**config.mk**
```make
export PLATFORM = sky130hd
export DESIGN_NAME = apb_interface
export DESIGN_NICKNAME = d
export VERILOG_FILES = /design/src/rtl/apb_interface.sv
export SDC_FILE = /design/constraint.sdc
export NUM_CORES = 2
export LEC_CHECK = 0
export CORE_ASPECT_RATIO = 0.5
export CORE_MARGIN = 4
export CORE_UTILIZATION = 55
export DETAILED_ROUTE_END_ITERATION = 8
export HOLD_SLACK_MARGIN = 0.15
export MAX_ROUTING_LAYER = met4
export PLACE_DENSITY = 0.8
export SYNTH_ARGS = -nofsm -noshare
export SYNTH_HDL_FRONTEND = slang
export SYNTH_SLANG_ARGS = --single-unit
export TNS_END_PERCENT = 1
```
**constraint.sdc**
```tcl
create_clock -name clk -period 8.1 [get_ports clk]
set_input_delay 1.62 -clock clk [delete_from_list [all_inputs] [get_ports clk]]
set_output_delay 1.62 -clock clk [all_outputs]
set_load 0.01 [all_outputs]
```
**src/rtl/apb_interface.sv**
```systemverilog
// apb_interface: a command port drives an internal APB master FSM. The FSM performs one
// transfer per request into an internal word-addressed APB slave memory that has fixed wait states.
module apb_interface #(
    parameter int                    ADDR_WIDTH = 32,
    parameter int                    DATA_WIDTH = 32,
    parameter logic [ADDR_WIDTH-1:0] BASE_ADDR  = '0,
    parameter int                    MEM_SIZE   = 32,
    parameter int                    WAIT_CYCLE = 3
) (
    input  logic                  clk,
    input  logic                  rst_n,
    input  logic                  start,
    input  logic                  wr,
    input  logic [ADDR_WIDTH-1:0] address,
    input  logic [DATA_WIDTH-1:0] wdata,
    output logic [DATA_WIDTH-1:0] rdata
);

    localparam int IDX_W = (MEM_SIZE > 1) ? $clog2(MEM_SIZE) : 1;
    localparam int CNT_W = (WAIT_CYCLE > 0) ? $clog2(WAIT_CYCLE + 1) : 1;
    localparam logic [CNT_W-1:0]      WAIT_VAL  = CNT_W'(WAIT_CYCLE);
    localparam logic [ADDR_WIDTH-1:0] MEM_WORDS = ADDR_WIDTH'(MEM_SIZE);

    typedef enum logic [1:0] {
        IDLE,
        SETUP,
        ACCESS
    } state_t;

    state_t                r_state;
    state_t                w_next_state;

    logic                  r_start_q;
    logic                  r_pwrite;
    logic [ADDR_WIDTH-1:0] r_paddr;
    logic [DATA_WIDTH-1:0] r_pwdata;
    logic [DATA_WIDTH-1:0] r_rdata;
    logic [CNT_W-1:0]      r_count;
    logic [DATA_WIDTH-1:0] r_mem [MEM_SIZE];

    logic                  w_request;
    logic                  w_psel;
    logic                  w_penable;
    logic                  w_pready;
    logic                  w_pslverr;
    logic                  w_in_range;
    logic [ADDR_WIDTH:0]   w_diff;
    logic [IDX_W-1:0]      w_index;

    // Only a 0->1 edge seen while IDLE starts a transfer. Held levels and edges mid-transfer are ignored.
    assign w_request = start & ~r_start_q & (r_state == IDLE);

    // State register
    always_ff @(posedge clk) begin
        if (!rst_n) begin
            r_state <= IDLE;
        end else begin
            r_state <= w_next_state;
        end
    end

    // Next-state logic
    always_comb begin
        // NOTE: default first, so every path through the case assigns and no latch is inferred.
        w_next_state = r_state;
        case (r_state)
            IDLE:    if (w_request) w_next_state = SETUP;
            SETUP:   w_next_state = ACCESS;
            ACCESS:  if (w_pready) w_next_state = IDLE;
            default: w_next_state = IDLE;
        endcase
    end

    // Output decode
    always_comb begin
        w_psel    = 1'b0;
        w_penable = 1'b0;
        case (r_state)
            SETUP:   w_psel = 1'b1;
            ACCESS: begin
                w_psel    = 1'b1;
                w_penable = 1'b1;
            end
            default: ;
        endcase
    end

    // Command capture. The inputs are free to change once the request edge has passed.
    always_ff @(posedge clk) begin
        if (!rst_n) begin
            // NOTE: sequential state always uses <=, so every register samples pre-edge values.
            r_start_q <= 1'b0;
            r_pwrite  <= 1'b0;
            r_paddr   <= '0;
            r_pwdata  <= '0;
        end else begin
            r_start_q <= start;
            if (w_request) begin
                r_pwrite <= wr;
                r_paddr  <= address;
                r_pwdata <= wdata;
            end
        end
    end

    // Slave wait-state counter
    always_ff @(posedge clk) begin
        if (!rst_n) begin
            r_count <= '0;
        end else if (r_state == SETUP) begin
            r_count <= '0;
        end else if (r_state == ACCESS && !w_pready) begin
            r_count <= r_count + CNT_W'(1);
        end
    end

    assign w_pready = w_psel & w_penable & (r_count == WAIT_VAL);

    // The extra borrow bit flags addresses below BASE_ADDR, so no wrap-around can alias into range.
    assign w_diff     = {1'b0, r_paddr} - {1'b0, BASE_ADDR};
    assign w_in_range = ~w_diff[ADDR_WIDTH] & (w_diff[ADDR_WIDTH-1:0] < MEM_WORDS);
    assign w_index    = w_diff[IDX_W-1:0];
    assign w_pslverr  = w_pready & ~w_in_range;

    always_ff @(posedge clk) begin
        if (!rst_n) begin
            // NOTE: this memory is reset word by word because cleared contents are architecturally visible.
            for (int i = 0; i < MEM_SIZE; i++) begin
                r_mem[i] <= '0;
            end
        end else if (w_pready && r_pwrite && !w_pslverr) begin
            r_mem[w_index] <= r_pwdata;
        end
    end

    always_ff @(posedge clk) begin
        if (!rst_n) begin
            r_rdata <= '0;
        end else if (w_pready && !r_pwrite) begin
            r_rdata <= w_pslverr ? '0 : r_mem[w_index];
        end
    end

    assign rdata = r_rdata;

endmodule

```
==> impl_results.md <==
- Vias in the first global route: roughly 32k
- Grt ovf: 0
- Mapped Cells: between 3k and 4k
- RePlAce Congestion: around 0.84
- Area leader, netlist: edfxtp_1
- Die area: about 97,000 sq um
- Fin util: between 60% and 70%
- Critical path class: in -> reg
- CTS H-tree lvls: 3
- Sequential area share after synthesis: 65.16%
- Leak: around 16 nW
- Hold path depth: 2
- Net Count, Synth: between 3k and 4k
- Netlist cell types: 50
- CP Buf/Inv Count: 3
- Top FF cell, synth: edfxtp_1
- PortBufs: 99
- Top delay family on crit path: buffers and inverters
- FF-to-FF Start: r_paddr[18]
- Register bit total from synthesis: between 1k and 1.5k
- Yosys warns: 0
- Initial DRC count: a little under 5k
- CP startpoint kind: primary input
- Largest net degree at the start of global routing: between 200 and 300
- Count leader, synth: edfxtp_1
- Synth Area per Inst: 13.88 sq um
- Setup TNS: 0 ns
- Post-CTS Resized: 0
- Rel. slew slack: 2.920%
- Clock skew: just under 0.03 ns
- Main area contributors after synthesis: edfxtp_1 61%, mux4_2 10%, nor3_1 9.8%, dfxtp_1 4.2%, nand2_1 2.9%
- Initial antenna violation count: 2
- Synth Cell Area: 50,480 sq um
- # rows: slightly below 80
- Status: completed
- Post-layout min period: 5.164 ns
- Number of flops mapped to enable cells by yosys: 1,024
- Worst Reg-to-Reg Cells: 6
- RSZ-0062 raised after global routing: false
- Core area: slightly above 90,000 sq um
- Routed wire length: 136.2 mm
- Clk Latency, worst-skew pair: 0.67 ns
- Maximum VDD drop: 157.5 uV
- Worst Max-Slew Pin Slew: 1.456 ns
- Initial DRT Pass Iterations: 6
- Reg clk slew, reported paths: around 0.060 ns
- TritonCTS clock tree: yes
- Critical Path AT: roughly 5.6 ns
- Top post-synthesis cells by count: 1,024 x edfxtp_1, 987 x nor3_1, 391 x nand2_1, 240 x clkbuf_1, 227 x mux4_2
- Hold buffers post-CTS: 0
- Max incr delay on CP: around 0.77 ns
- CP cell instances: buf_4, nor4b_1, and4_1, nand4_4, buf_4, buf_4, nor3_1
- Share of cells above drive strength 1: approximately 16%
- Max FO, Critical Path: around 110
- Clock root buffer: clkbuf_16
- Worst EP required: 8.55 ns
- CTS sink cnt: about 1.1k
- First-pass GRT wire length: roughly 200 mm
- Reg2Reg Setup Slack: around 3.9 ns
- Vias: 32.66k
- Die Y: around 220 microns
- Post-synthesis async set-or-reset flop share: 0%
- R2r endpoint: r_mem[3][3]
- Setup crit end kind: flip-flop
- HP Start: r_paddr[18]
- Max clock buf depth: 3
- DIE WIDTH: around 440 microns
- Area delta synth->final: 9.793%
- Fin nets: around 3.6k
- Final Setup Violations: 0
- Final slew viol count: 0
- Final ANT Viol Nets: 0
- Pwr dens: 221.8 nW/um^2
- TritonCTS buffer count: 99
- Fin crit share: a little under two thirds
- Hold EP: r_paddr[18]
- Total Routing Usage GR: between 20% and 30%
- Ports: 100
- Hold Vio Cnt, Final: 0
- DP HPWL: roughly 76 mm
- Residual DRC: 0
- Hold Crit Class: reg -> reg
- Initial Util: between 50 and 60%
- Cell mode on critical path: buf_4
- CP max stage cell: buf_4
- DR vias/cell: 6.788
- Post-synth top area share: about three fifths
- Achievable frequency: just under 200 MHz
- Post-CTS Setup Bufs: 0
- Max-cap viol count: 0
- Routed len/inst: 28.30 microns
==> cells by family (layout without fill, tap and decap cells) <==
kind of cell	after synthesis	after routing	synth area share, %
buf+inv	424	358	3.609
fa+ha+maj	1	1	0.02478
compound gates	229	229	3.698
other cells	0	2	0
mux	382	382	13.28
flops	1131	1131	65.16
simple gates	1469	1469	14.23
==> power by group <==
group / total (W) / internal, W / switching, W
clock network: 0.00462 / 0.00255 / 0.00208
logic: 0.000968 / 0.000325 / 0.000643
registers: 0.00670 / 0.00653 / 0.000165
==> cell usage in the layout (no fill, tap or decap), drive strengths merged, types with 18 or more instances in the layout <==
cell	count
buf	78
clkbuf	134
mux4	227
nor3	1027
a32o	31
mux2i	123
a221o	30
a22oi	30
clkinv	37
nand2	391
mux2	32
clkdlybuf4s50	98
o221ai	30
o21ai	18
a21boi	65
edfxtp	1024
dfxtp	107
==> metrics by stage <==
step / setup slack (ns) / hold slack [ns] / total power [W] / cells / area [sq um]
4_1_cts: 3.027 / 0.4651 / 0.01227 / 4810 / 55420
5_1_grt: 2.729 / 0.4940 / 0.01259 / 4812 / 55420
3_5_place_dp: 2.346 / 0.4560 / 0.007766 / 4631 / 52330
3_3_place_gp: 2.455 / 0.4483 / 0.007736 / 4631 / 52330
6_report: 2.936 / 0.4666 / 0.01229 / 4812 / 55420
2_1_floorplan: 2.552 / 0.4379 / 0.007345 / 3636 / 50480
==> cell type report <==
class,instances,area (sq um)
Fill cell,6475,35440
Sequential cell,1131,32910
Multi-Input combinational cell,2081,16220
Clock buffer,134,2730
Timing Repair Buffer,176,1629
Tap cell,1240,1551
Clock inverter,45,361.6
Inverter,3,18.77
Antenna cell,2,5.005
==> worst register-to-register path: stages (launching register included) <==
cell	delay, ns
dfxtp_1	0.31
or4_1	0.61
nor3_2	0.47
nand4_4	0.68
buf_4	0.78
buf_4	0.70
nor3_1	0.40
==> per-layer routing <==
metal,wire (microns),track usage [%]
met1,47400,36.43
met2,63830,42.72
met3,16290,6.882
met4,8661,15.20
met5,0,-
==> flip-flops by register name, summed over array words and instances (netlist names), named ones only <==
signal / flops
rdata: 32
r_mem: 1024
r_count: 2
r_start_q: 1
r_state: 2
r_pwrite: 1
r_pwdata: 32
r_paddr: 32
==> worst max-delay path by stage <==
stage	start	to	slack, ns	depth (start not counted)
6_report	rst_n	r_mem[3][3]	2.94	7
5_1_grt	rst_n	r_mem[5][26]	2.73	7
4_1_cts	rst_n	r_mem[1][1]	3.03	7
3_5_place_dp	rst_n	r_mem[1][10]	2.35	7
3_3_place_gp	rst_n	r_mem[13][6]	2.46	7
2_1_floorplan	rst_n	r_mem[28][0]	2.55	6
Power figures use the tool's default switching activity.
